File: config.mk
export PLATFORM = sky130hd
export DESIGN_NAME = pipeline_stage_reg
export DESIGN_NICKNAME = d
export VERILOG_FILES = /design/src/rtl/pipe_types_pkg.sv /design/src/rtl/pipe_skid_buf.sv /design/src/rtl/pipeline_stage_reg.sv
export SDC_FILE = /design/constraint.sdc
export NUM_CORES = 1
export LEC_CHECK = 0
export CAP_MARGIN = 20
export CORE_UTILIZATION = 42
export CTS_BUF_LIST = sky130_fd_sc_hd__clkbuf_8
export CTS_CLUSTER_DIAMETER = 200
export CTS_CLUSTER_SIZE = 24
export DETAILED_ROUTE_END_ITERATION = 16
export PLACE_DENSITY = 0.81
export SYNTH_ARGS = -nofsm -noshare
export SYNTH_HDL_FRONTEND = slang
export SYNTH_SLANG_ARGS = --single-unit
File: constraint.sdc
create_clock -name CLK -period 3.49 [get_ports CLK]
set_input_delay 0.698 -clock CLK [delete_from_list [all_inputs] [get_ports CLK]]
set_output_delay 0.698 -clock CLK [all_outputs]
set_load 0.02 [all_outputs]
File: src/rtl/pipe_types_pkg.sv
// -----------------------------------------------------------------------------
// pipe_types_pkg
//
// Shared types for the elastic pipeline-stage registers:
//   - skid_state_t : occupancy state of the two-entry skid buffer
//   - per-stage payload structs (IF/ID, ID/EX, EX/MEM, MEM/WB). An instantiator
//     passes $bits(<struct>) as WIDTH and the bit position of the struct's halt
//     field as HALT_IDX. Every struct below keeps halt in its MSB.
//   - stall counter width / saturation value and a saturating increment helper
// -----------------------------------------------------------------------------
package pipe_types_pkg;

    typedef enum logic [1:0] {
        EMPTY = 2'd0,   // no entry held
        ONE   = 2'd1,   // main entry valid
        TWO   = 2'd2    // main and skid entries valid
    } skid_state_t;

    localparam int          STALL_W   = 32;
    localparam logic [31:0] STALL_MAX = 32'hFFFF_FFFF;

    // Saturating increment for the performance stall counter.
    function automatic logic [STALL_W-1:0] sat_inc(input logic [STALL_W-1:0] value);
        return (value == STALL_MAX) ? value : value + 32'd1;
    endfunction

    typedef struct packed {
        logic        halt;
        logic [31:0] pc;
        logic [31:0] instr;
    } if_id_t;

    typedef struct packed {
        logic        halt;
        logic [31:0] pc;
        logic [31:0] rs_val;
        logic [31:0] rt_val;
        logic [31:0] imm;
        logic [4:0]  rd;
        logic [3:0]  alu_op;
        logic        mem_rd;
        logic        mem_wr;
        logic        reg_wr;
    } id_ex_t;

    typedef struct packed {
        logic        halt;
        logic [31:0] alu_res;
        logic [31:0] store_val;
        logic [4:0]  rd;
        logic        mem_rd;
        logic        mem_wr;
        logic        reg_wr;
    } ex_mem_t;

    typedef struct packed {
        logic        halt;
        logic [31:0] wb_val;
        logic [4:0]  rd;
        logic        reg_wr;
    } mem_wb_t;

endpackage

File: src/rtl/pipe_skid_buf.sv
// -----------------------------------------------------------------------------
// pipe_skid_buf
//
// Two-entry skid buffer: a main register (what downstream sees), a skid
// register that catches one extra entry while downstream stalls, and the
// EMPTY/ONE/TWO occupancy FSM. Because a second slot always exists while in
// ONE, ready can be registered and still sustain one entry per cycle.
//
// Ports:
//   CLK        in   clock, rising edge
//   nRST       in   synchronous active-low reset
//   flush      in   squash both entries, load BUBBLE, go EMPTY
//   push       in   an entry is accepted this cycle (already qualified by ready)
//   push_data  in   payload of the accepted entry
//   pop        in   the main entry is emitted this cycle (qualified by valid)
//   ready      out  registered: 1 unless the buffer is in TWO
//   valid      out  main entry present
//   data       out  main entry payload
// -----------------------------------------------------------------------------
module pipe_skid_buf
    import pipe_types_pkg::*;
#(
    parameter int               WIDTH  = 128,
    parameter logic [WIDTH-1:0] BUBBLE = '0
) (
    input  logic             CLK,
    input  logic             nRST,
    input  logic             flush,
    input  logic             push,
    input  logic [WIDTH-1:0] push_data,
    input  logic             pop,
    output logic             ready,
    output logic             valid,
    output logic [WIDTH-1:0] data
);

    skid_state_t      state_q, state_d;
    logic [WIDTH-1:0] main_q, main_d;
    logic [WIDTH-1:0] skid_q, skid_d;
    logic             ready_q, ready_d;

    always_comb begin
        state_d = state_q;
        main_d  = main_q;
        skid_d  = skid_q;

        if (flush) begin
            state_d = EMPTY;
            main_d  = BUBBLE;
            skid_d  = BUBBLE;
        end else begin
            case (state_q)
                EMPTY: begin
                    if (push) begin
                        main_d  = push_data;
                        state_d = ONE;
                    end
                end
                ONE: begin
                    case ({push, pop})
                        2'b10: begin
                            // Downstream stalled: park the new entry behind main.
                            skid_d  = push_data;
                            state_d = TWO;
                        end
                        2'b11: main_d  = push_data;
                        2'b01: state_d = EMPTY;   // main keeps last emitted value
                        default: ;
                    endcase
                end
                TWO: begin
                    // ready is low in TWO, so only a pop can happen here.
                    if (pop) begin
                        main_d  = skid_q;
                        state_d = ONE;
                    end
                end
                default: state_d = EMPTY;
            endcase
        end

        // Registered ready tracks the state being entered at this edge.
        ready_d = (state_d != TWO);
    end

    always_ff @(posedge CLK) begin
        if (!nRST) begin
            state_q <= EMPTY;
            main_q  <= BUBBLE;
            skid_q  <= BUBBLE;
            ready_q <= 1'b1;
        end else begin
            state_q <= state_d;
            main_q  <= main_d;
            skid_q  <= skid_d;
            ready_q <= ready_d;
        end
    end

    assign ready = ready_q;
    assign valid = (state_q != EMPTY);
    assign data  = main_q;

endmodule

File: src/rtl/pipeline_stage_reg.sv
// -----------------------------------------------------------------------------
// pipeline_stage_reg
//
// Elastic register between two CPU pipeline stages. Carries an opaque payload
// with a valid/ready handshake, supports a synchronous flush that loads a NOP
// bubble, latches a sticky halt when a halt-flagged entry is accepted, and
// counts stall cycles (out_valid && !out_ready) with saturation.
//
// Parameters:
//   WIDTH     payload width (pass $bits of the stage struct)
//   SKID      0: single register, combinational in_ready
//             1: two-entry skid buffer, registered in_ready
//   BUBBLE    payload loaded on reset and flush
//   HALT_IDX  bit index of the halt flag inside the payload
//
// Ports:
//   CLK        in   clock, rising edge
//   nRST       in   synchronous active-low reset
//   flush      in   squash all held entries
//   in_valid   in   upstream entry present
//   in_ready   out  stage accepts this cycle
//   in_data    in   upstream payload
//   out_valid  out  downstream entry present
//   out_ready  in   downstream accepts this cycle
//   out_data   out  payload to next stage
//   halted     out  sticky halt-entry-accepted flag
//   stall_cnt  out  saturating count of stalled output cycles
// -----------------------------------------------------------------------------
module pipeline_stage_reg
    import pipe_types_pkg::*;
#(
    parameter int               WIDTH    = 128,
    parameter int               SKID     = 1,
    parameter logic [WIDTH-1:0] BUBBLE   = '0,
    parameter int               HALT_IDX = 0
) (
    input  logic             CLK,
    input  logic             nRST,
    input  logic             flush,
    input  logic             in_valid,
    output logic             in_ready,
    input  logic [WIDTH-1:0] in_data,
    output logic             out_valid,
    input  logic             out_ready,
    output logic [WIDTH-1:0] out_data,
    output logic             halted,
    output logic [31:0]      stall_cnt
);

    // Mask form of the halt bit keeps the select width-clean for any WIDTH.
    localparam logic [WIDTH-1:0] HALT_MASK = WIDTH'(1) << HALT_IDX;

    logic             stage_valid;
    logic             stage_ready;   // storage readiness, before halt gating
    logic [WIDTH-1:0] stage_data;
    logic             accept;
    logic             emit;

    logic               halted_q, halted_d;
    logic [STALL_W-1:0] stall_cnt_q, stall_cnt_d;

    // Once halted, nothing new enters until reset; held entries still drain.
    assign in_ready = stage_ready && !halted_q;
    assign accept   = in_valid && in_ready;
    assign emit     = stage_valid && out_ready;

    generate
        if (SKID != 0) begin : gen_skid
            pipe_skid_buf #(
                .WIDTH  (WIDTH),
                .BUBBLE (BUBBLE)
            ) u_skid_buf (
                .CLK       (CLK),
                .nRST      (nRST),
                .flush     (flush),
                .push      (accept),
                .push_data (in_data),
                .pop       (emit),
                .ready     (stage_ready),
                .valid     (stage_valid),
                .data      (stage_data)
            );
        end else begin : gen_single
            logic             valid_q, valid_d;
            logic [WIDTH-1:0] data_q, data_d;

            always_comb begin
                valid_d = valid_q;
                data_d  = data_q;
                if (flush) begin
                    valid_d = 1'b0;
                    data_d  = BUBBLE;
                end else if (accept) begin
                    // Covers both fill-from-empty and replace-while-emitting.
                    valid_d = 1'b1;
                    data_d  = in_data;
                end else if (emit) begin
                    valid_d = 1'b0;   // data_q keeps the last emitted value
                end
            end

            always_ff @(posedge CLK) begin
                if (!nRST) begin
                    valid_q <= 1'b0;
                    data_q  <= BUBBLE;
                end else begin
                    valid_q <= valid_d;
                    data_q  <= data_d;
                end
            end

            assign stage_valid = valid_q;
            assign stage_data  = data_q;
            assign stage_ready = !valid_q || out_ready;
        end
    endgenerate

    always_comb begin
        halted_d = halted_q;
        // A flush discards the offered entry, including a halt entry.
        if (!flush && accept && |(in_data & HALT_MASK)) begin
            halted_d = 1'b1;
        end

        stall_cnt_d = stall_cnt_q;
        if (stage_valid && !out_ready) begin
            stall_cnt_d = sat_inc(stall_cnt_q);
        end
    end

    always_ff @(posedge CLK) begin
        if (!nRST) begin
            halted_q    <= 1'b0;
            stall_cnt_q <= '0;
        end else begin
            halted_q    <= halted_d;
            stall_cnt_q <= stall_cnt_d;
        end
    end

    assign out_valid = stage_valid;
    assign out_data  = stage_data;
    assign halted    = halted_q;
    assign stall_cnt = stall_cnt_q;

endmodule
# Word-level counts from Yosys, hierarchy flattened
# Cells that the tools add are included.
[totals] ff_bits=292 input_bits=133 output_inout_bits=163 elab_cells=44
[op_classes] n_addsub=1 eq_ne=10 muxes=9 bitwise=2 n_reduce_logical=16
[op_table] cell="two-way mux 128 bit" count=3
[op_table] cell="one-hot mux 128 bit (3 select lines)" count=1
[op_table] cell="adder 32 x 1 -> 32 bit (second input constant)" count=1
[op_table] cell="== test 32 bit (second input constant)" count=1
[op_table] cell="== test 2 bit (second input constant)" count=3
[op_table] cell="logical AND 1 bit" count=6
[op_table] cell="two-way mux 2 bit" count=3
[op_table] cell="!= test 2 bit (second input constant)" count=3
[op_table] cell="one-hot mux 2 bit (3 select lines)" count=1
[op_table] cell="== test 2 x 1 -> 1 bit (second input constant)" count=2
[op_table] cell="one-hot mux 2 bit (2 select lines)" count=1
[op_table] cell="AND reduction 2 bit" count=2
[op_table] cell="AND reduction 4 bit" count=1
[op_table] cell="zero test 1 bit" count=3
[op_table] cell="nonzero test 3 bit" count=1
[op_table] cell="zero test 2 bit" count=1
[op_table] cell="!= test 2 x 1 -> 1 bit (second input constant)" count=1
[op_table] cell="NOT 1 bit" count=2
[op_table] cell="nonzero test 2 bit" count=1
[op_table] cell="OR reduction 2 bit" count=1

# Depth between registers and ports, before layout
# Gate-level depths: netlist of run 1.
[depth] depth_word=8 depth_mapped=9 ltp_nobuf=6

# Hierarchy
# A second synthesis of run 1 with hierarchy kept.
[hier_totals] cells_unflattened=1374 hier_area_um2=12981.2
[modules_own_cells] mod="pipe_skid_buf" instances=1 cells_each=1174 area_per_inst_um2=11363.4 seq_area_each_um2=5185.0
[modules_own_cells] mod="pipeline_stage_reg" instances=1 cells_each=200 area_per_inst_um2=1617.8 seq_area_each_um2=660.6

# Worst setup path after synthesis of run 1
# OpenSTA, ideal clock, no wires.
[synth_path] kind="input port to flip-flop" start="input port out_ready" end="register stall_cnt_q[27] (netlist: stall_cnt[27])" setup_ns=0.070 t_arrival_ns=2.410 t_required_ns=3.420 path_slack_ns=1.009 stages=6 path_buffers=1 path_cell_list="o21bai_1 > or4_1 > buf_2 > a211o_1 > or4_1 > a21oi_1"
[synth_via] elab_chain_len=3
[synth_rtl] item="start: declaration" line_no="pipeline_stage_reg.sv:44" rtl="input logic out_ready,"
[synth_rtl] item="zero test 1 bit" line_no="pipeline_stage_reg.sv:126" rtl="if (stage_valid && !out_ready) begin"
[synth_rtl] item="logical AND 1 bit" line_no="pipeline_stage_reg.sv:126"
[synth_rtl] item="AND reduction 2 bit (no source line)"
[synth_rtl] item="end signal: assignment" line_no="pipeline_stage_reg.sv:137" rtl="stall_cnt_q <= stall_cnt_d;"
[synth_rtl] item="end: declaration" line_no="pipeline_stage_reg.sv:60" rtl="logic [STALL_W-1:0] stall_cnt_q, stall_cnt_d;"
# Every way passes these cells.
# A chain may end at the register's enable or synchronous reset.

# Worst setup path in the final report of run 1
# Same ends and word-level chain as after synthesis.

==> flow_metrics.env, run 1 <==
export IMPL_fp_dieH_um=168
export IMPL_finalWorstSetupSlack_ns=0.828
export IMPL_cts_reportedPaths_clkPinSlew_ns=0.14
export IMPL_first_pass_iters=6
export IMPL_cpMostUsedCell="or4_1"
export IMPL_post_cts_buffers=0
export IMPL_hpwl_um=19700
export IMPL_totalWireLength_um=29900
export IMPL_cts_resized=0
export IMPL_worstSetupStartpointType="input port"
export IMPL_start_util_pct=43.0
export IMPL_max_freq_mhz=376
export IMPL_ys_async_sr_fraction_pct=0
export IMPL_syn_to_final_growth_pct=30.5
export IMPL_ios=296
export IMPL_irDropWorstVdd_mv=0.289
export IMPL_drive_gt1_share_pct=3.07
export IMPL_p_per_area_nw_per_um2=382
export IMPL_min_delay_path_depth=2
export IMPL_cts_tree="built"
export IMPL_n_fill_cell=2424
export IMPL_die_x_um=168
export IMPL_syn_num_nets=1473
export IMPL_ctsHoldBuffers=0
export IMPL_syn_inst=1339
export IMPL_gp_congestion=0.860
export IMPL_worst_pin_slew_ns=0.799
export IMPL_drt_iter0_markers=568
export IMPL_synth_area_leader_cell="dfxtp_1"
export IMPL_synth_avg_cell_area_um2=8.68
export IMPL_path_max_fanout=12
export IMPL_period_minus_slack_ns=2.66
export IMPL_grt_remaining_overflow=0
export IMPL_status="completed"
export IMPL_cp_arrival_ns=3.14
export IMPL_cts_sinks=292
export IMPL_maxSlewViolCount=0
export IMPL_drc=0
export IMPL_h_tree_depth=1
export IMPL_row_count=60
export IMPL_synth_simple_gate_area_share_pct=17.4
export IMPL_maxCapViolCount=0
export IMPL_grt_usage_pct=20.5
export IMPL_hold_viol=0
export IMPL_yosys_warnings=0
export IMPL_fin_nets=1699
export IMPL_cp_required_ns=3.97
export IMPL_routedWlPerCell_um=15.6
export IMPL_antenna_found_initial=2
export IMPL_p_clk_share_pct=25.7
export IMPL_hp_class="reg2reg"
export IMPL_clk_latency_ns=0.56
export IMPL_muxShareOfSynthArea_pct=11.5
export IMPL_vias=10100
export IMPL_crit_slowest_cell="or4_1"
export IMPL_io_buffers=295
export IMPL_layout_commonest_cell="clkdlybuf4s50_1"
export IMPL_syn_area_um2=11600
export IMPL_rsz0062_at_grt="false"
export IMPL_crit_path_end_kind="flip-flop"
export IMPL_drtAntennaViolNets=0
export IMPL_synth_area_leaders="dfxtp_1, mux2i_1, nand2_1"
export IMPL_setup_tns_ns=0
export IMPL_worstSetupPathType="in2reg"
export IMPL_synth_compound_area_share_pct=16.3
export IMPL_leakagePower_uw=0.00590
export IMPL_switching_power_uw=1530
export IMPL_preCtsSetupSlack_ns=0.308
export IMPL_fp_dieArea_um2=28300
export IMPL_finalSetupViolations=0
export IMPL_routed_via_density=5.29
export IMPL_grt_pass1_wl_um=48300
export IMPL_core_area_um2=27000
export IMPL_combPwrFrac_pct=14.4
export IMPL_finalClockSkew_ns=0.0385
export IMPL_ys_flop_type="dfxtp_1"
export IMPL_critPathMaxStageDelay_ns=0.59
export IMPL_critical_path_top_delay_family="simple AND/OR/NAND/NOR gates"
export IMPL_sw_frac_of_total_pct=26.5
export IMPL_grt_pass1_vias=9587
export IMPL_synthDistinctLibCells=43
export IMPL_ys_seq_elements=292
export IMPL_internal_power_uw=4260
export IMPL_p_seq_share_pct=59.9
export IMPL_numCtsBuffers=16
export IMPL_synth_xor_area_share_pct=0.754
export IMPL_path_cells="clkdlybuf4s50_1, o21bai_1, or4_1, a211o_1, or4_1, a21oi_1"
export IMPL_synth_seq_area_share_pct=50.3
export IMPL_layout_common_cells="clkdlybuf4s50_1, dfxtp_1, nand2_1"
export IMPL_cts_buffer_depth=3
export IMPL_cts_root_buf="clkbuf_8"
export IMPL_slew_limit_headroom_pct=46.3
export IMPL_fin_crit_sh_pct=76.3
export IMPL_synth_adder_area_share_pct=0.108
export IMPL_synth_edf_count=0
export IMPL_path_buf_inv=1
export IMPL_cp_depth=6
export IMPL_grt_max_degree=99
export IMPL_r2r_cells=5
export IMPL_netlist_area_leader_share_pct=50.3
export IMPL_synth_top_family_by_area="simple AND/OR/NAND/NOR gates"
state kept, by name, indices dropped and copies added (netlist names):
register / cells
gen_skid.u_skid_buf.skid_q: 128
gen_skid.u_skid_buf.ready: 1
stall_cnt: 32
gen_skid.u_skid_buf.state_q: 2
gen_skid.u_skid_buf.data: 128
halted: 1
tightest hold or removal path, stage by stage (launching register included):
cell	delay [ns]
dfxtp_1	0.32
nand2_1	0.05
a21oi_1	0.05
area by class of cell:
class	instances	area [um2]	share of cell area (%)
Sequential cell	292	5850	38.5
Clock inverter	2	28.8	0.190
Tap cell	341	427	2.81
Multi-Input combinational cell	933	5370	35.4
Antenna cell	2	5.00	0.0330
Inverter	6	22.5	0.148
Timing Repair Buffer	316	3250	21.4
Clock buffer	16	220	1.45
metal layers:
layer / global-route usage, % / part of all wire [%] / wire (um) / up-vias
li1: - / - / - / 5090
met2: 34.3 / 46 / 13800 / 278
met1: 25.0 / 43 / 12800 / 4668
met5: 0 / 0 / 0 / -
met3: 5.22 / 6.8 / 2040 / 66
met4: 8.70 / 4.0 / 1180 / 0
synth_stat cells (all sizes together) (5+ instances only):
cell	n
xor2	6
dfxtp	292
nor2	144
or4	9
nand3	11
mux2i	133
nor4	7
inv	5
nand2b	5
clkbuf	95
o31ai	6
o21ai	10
nand4	10
or3	9
a21oi	144
buf	13
nand2	272
a211oi	130
kinds of logic after synthesis:
logic type | Yosys count
multiplexers | 133
AO/OA/AOI/OAI | 303
AND/OR/NAND/NOR | 486
XOR/XNOR | 10
buffers and inverters | 114
adder cells (fa/ha/maj) | 1
flip-flops | 292
through the flow:
step | cell area, um2 | hold WS [ns] | utilization [%] | power (uW) | std cells
after floorplan | 11600 | 0.436 | - | 3940 | 1339
after global placement | 14900 | 0.440 | 55.2 | 4360 | 1888
after detailed placement | 14900 | 0.446 | 55.2 | 4370 | 1888
after CTS | 15200 | 0.461 | 56.1 | 5850 | 1906
after global routing | 15200 | 0.476 | 56.1 | 6010 | 1908
final | 15200 | 0.459 | 56.1 | 5790 | 1908
path summary, 6_finish.rpt:
check | slack, ns | to | startpoint
max | 0.83 | stall_cnt[27] | out_ready
min | 0.46 | gen_skid.u_skid_buf.skid_q[19] | gen_skid.u_skid_buf.skid_q[19]
max reg2reg | 1.02 | stall_cnt[27] | gen_skid.u_skid_buf.state_q[1]
min reg2reg | 0.46 | gen_skid.u_skid_buf.skid_q[19] | gen_skid.u_skid_buf.skid_q[19]
power by group through the flow:
stage,clock [uW],sequential (uW),combinational [uW]
detailed placement,0,3540,834
CTS,1540,3470,837
global route,1630,3480,903
global placement,0,3540,820
finish,1490,3470,831
floorplan,0,3630,316
(Power assumes the default switching activity.)
==> run 2: changes to the inputs <==
Settings changed: PLACE_DENSITY 0.81 to 0.84.
Clock period 3.49 ns to 2.4 ns, I/O delays scaled along.
==> run 2 against run 1 <==
  * Via count is 2.2% higher
  * Routed wire length is 1.7% higher
  * Highest routed layer unchanged
  * Clock power is 47% higher
  * Utilization is 0.95 points higher
==> flow_metrics.env, run 2 (synthesis results as in run 1) <==
export IMPL_irDropWorstVdd_mv=0.478
export IMPL_syn_to_final_growth_pct=32.7
export IMPL_sw_frac_of_total_pct=26.4
export IMPL_first_pass_iters=5
export IMPL_setup_tns_ns=0
export IMPL_fp_dieH_um=168
export IMPL_drive_gt1_share_pct=4.59
export IMPL_maxSlewViolCount=0
export IMPL_grt_remaining_overflow=0
export IMPL_period_minus_slack_ns=2.24
export IMPL_crit_slowest_cell="or4_1"
export IMPL_grt_usage_pct=20.7
export IMPL_n_fill_cell=2353
export IMPL_cts_tree="built"
export IMPL_whs_ns=0.461
export IMPL_row_count=60
export IMPL_stdcell_area_um2=15400
export IMPL_drtAntennaViolNets=0
export IMPL_cts_root_buf="clkbuf_8"
export IMPL_ios=296
export IMPL_leakagePower_uw=0.00605
export IMPL_fp_dieArea_um2=28300
export IMPL_maxCapViolCount=0
export IMPL_path_max_fanout=9
export IMPL_cts_reportedPaths_clkPinSlew_ns=0.14
export IMPL_worstSetupPathType="reg2reg"
export IMPL_drc=0
export IMPL_cp_required_ns=2.89
export IMPL_critPathMaxStageDelay_ns=0.56
export IMPL_worstSetupStartpointType="flip-flop"
export IMPL_combPwrFrac_pct=15.0
export IMPL_status="completed"
export IMPL_routed_via_density=5.35
export IMPL_path_buf_inv=0
export IMPL_hpwl_um=20900
export IMPL_hold_viol=0
export IMPL_finalSetupViolations=0
export IMPL_gp_congestion=0.849
export IMPL_p_seq_share_pct=59.3
export IMPL_cp_arrival_ns=2.73
export IMPL_switching_power_uw=2240
export IMPL_cpMostUsedCell="or4_1"
export IMPL_crit_path_end_kind="flip-flop"
export IMPL_rsz0062_at_grt="false"
export IMPL_io_buffers=295
export IMPL_p_clk_share_pct=25.7
export IMPL_vias=10300
export IMPL_path_cells="nand4_4, or4_1, a211o_1, or4_1, a21oi_1"
export IMPL_fin_nets=1723
export IMPL_grt_pass1_wl_um=48900
export IMPL_power_uw=8510
export IMPL_antenna_found_initial=1
export IMPL_grt_pass1_vias=9796
export IMPL_finalClockSkew_ns=0.0377
export IMPL_max_freq_mhz=446
export IMPL_die_x_um=168
export IMPL_regArea_um2=5850
export IMPL_layout_commonest_cell="clkdlybuf4s50_1"
export IMPL_layout_common_cells="clkdlybuf4s50_1, dfxtp_1, nand2_1"
export IMPL_cts_sinks=292
export IMPL_h_tree_depth=1
export IMPL_start_util_pct=43.0
export IMPL_drt_iter0_markers=606
export IMPL_routedWlPerCell_um=15.7
export IMPL_internal_power_uw=6270
export IMPL_cts_buffer_depth=3
export IMPL_rrSetupSlack_ns=0.16
export IMPL_totalWireLength_um=30400
export IMPL_clk_latency_ns=0.55
export IMPL_multi_input_area_um2=5370
export IMPL_hp_class="reg2reg"
export IMPL_worst_pin_slew_ns=0.531
export IMPL_slew_limit_headroom_pct=64.6
export IMPL_fin_crit_sh_pct=93.4
export IMPL_critical_path_top_delay_family="simple AND/OR/NAND/NOR gates"
export IMPL_grt_max_degree=76
export IMPL_placed_area_um2=15200
export IMPL_p_per_area_nw_per_um2=552
export IMPL_numCtsBuffers=16
export IMPL_core_area_um2=27000
[run 2: worst reg2reg max path: cells and delay by family (launching register included)]
kind / cells / cell delay (ns)
AOI/OAI and AO/OA: 2 / 0.47
DFF: 1 / 0.48
and+or+nand+nor: 3 / 1.24
[run 2: cell type report]
type,count,share of cell area [%]
sequential,292,37.9
timing repair buffer,340,22.7
antenna,1,0.0162
tap,341,2.77
clock inverter,1,0.130
clock buffer,17,1.52
multi-input combinational,933,34.8
inverter,6,0.146
[run 2: path summary, 6_finish.rpt]
check,from,endpoint,cells past startpoint
setup / recovery,stall_cnt[4],stall_cnt[27],5
hold / removal,gen_skid.u_skid_buf.skid_q[109],gen_skid.u_skid_buf.skid_q[109],2
setup reg to reg,stall_cnt[4],stall_cnt[27],5
hold reg to reg,gen_skid.u_skid_buf.skid_q[109],gen_skid.u_skid_buf.skid_q[109],2
[run 2: what timing repair did]
item,4_1_cts,5_1_grt
resized for setup,1,1
hold buffers,0,0
buffers inserted,0,0
endpoints found under the setup margin,1,2
hold endpoints to repair,0,0
[run 2: power groups by stage]
| stage | combinational [uW] | sequential (uW) | clock [uW] |
|---|---|---|---|
| 2_1_floorplan | 460 | 5280 | 0 |
| 3_3_place_gp | 1250 | 5150 | 0 |
| 3_5_place_dp | 1280 | 5150 | 0 |
| 4_1_cts | 1280 | 5050 | 2260 |
| 5_1_grt | 1370 | 5060 | 2420 |
| 6_report | 1280 | 5040 | 2190 |
[run 2: per-layer routing]
| layer | wire, um | track usage [%] | vias up |
|---|---|---|---|
| li1 | - | - | 5122 |
| met2 | 14600 | 36.1 | 278 |
| met3 | 1670 | 3.78 | 53 |
| met5 | 0 | 0 | - |
| met1 | 13100 | 25.3 | 4876 |
| met4 | 981 | 7.51 | 0 |
[run 2: stage by stage]
step	std cells	utilization [%]	setup WS [ns]
final	1931	57.1	0.159
after CTS	1930	57.1	0.113
after global routing	1931	57.1	0.0266
after detailed placement	1912	56.1	-0.276
after global placement	1912	56.1	-0.250
after floorplan	1339	-	0.0945
==> run 3: changes to the inputs <==
Settings changed: SLEW_MARGIN from default to 20.
==> results of run 3 <==
Same layout as run 2: the final DEF is identical, and so are final timing and power.
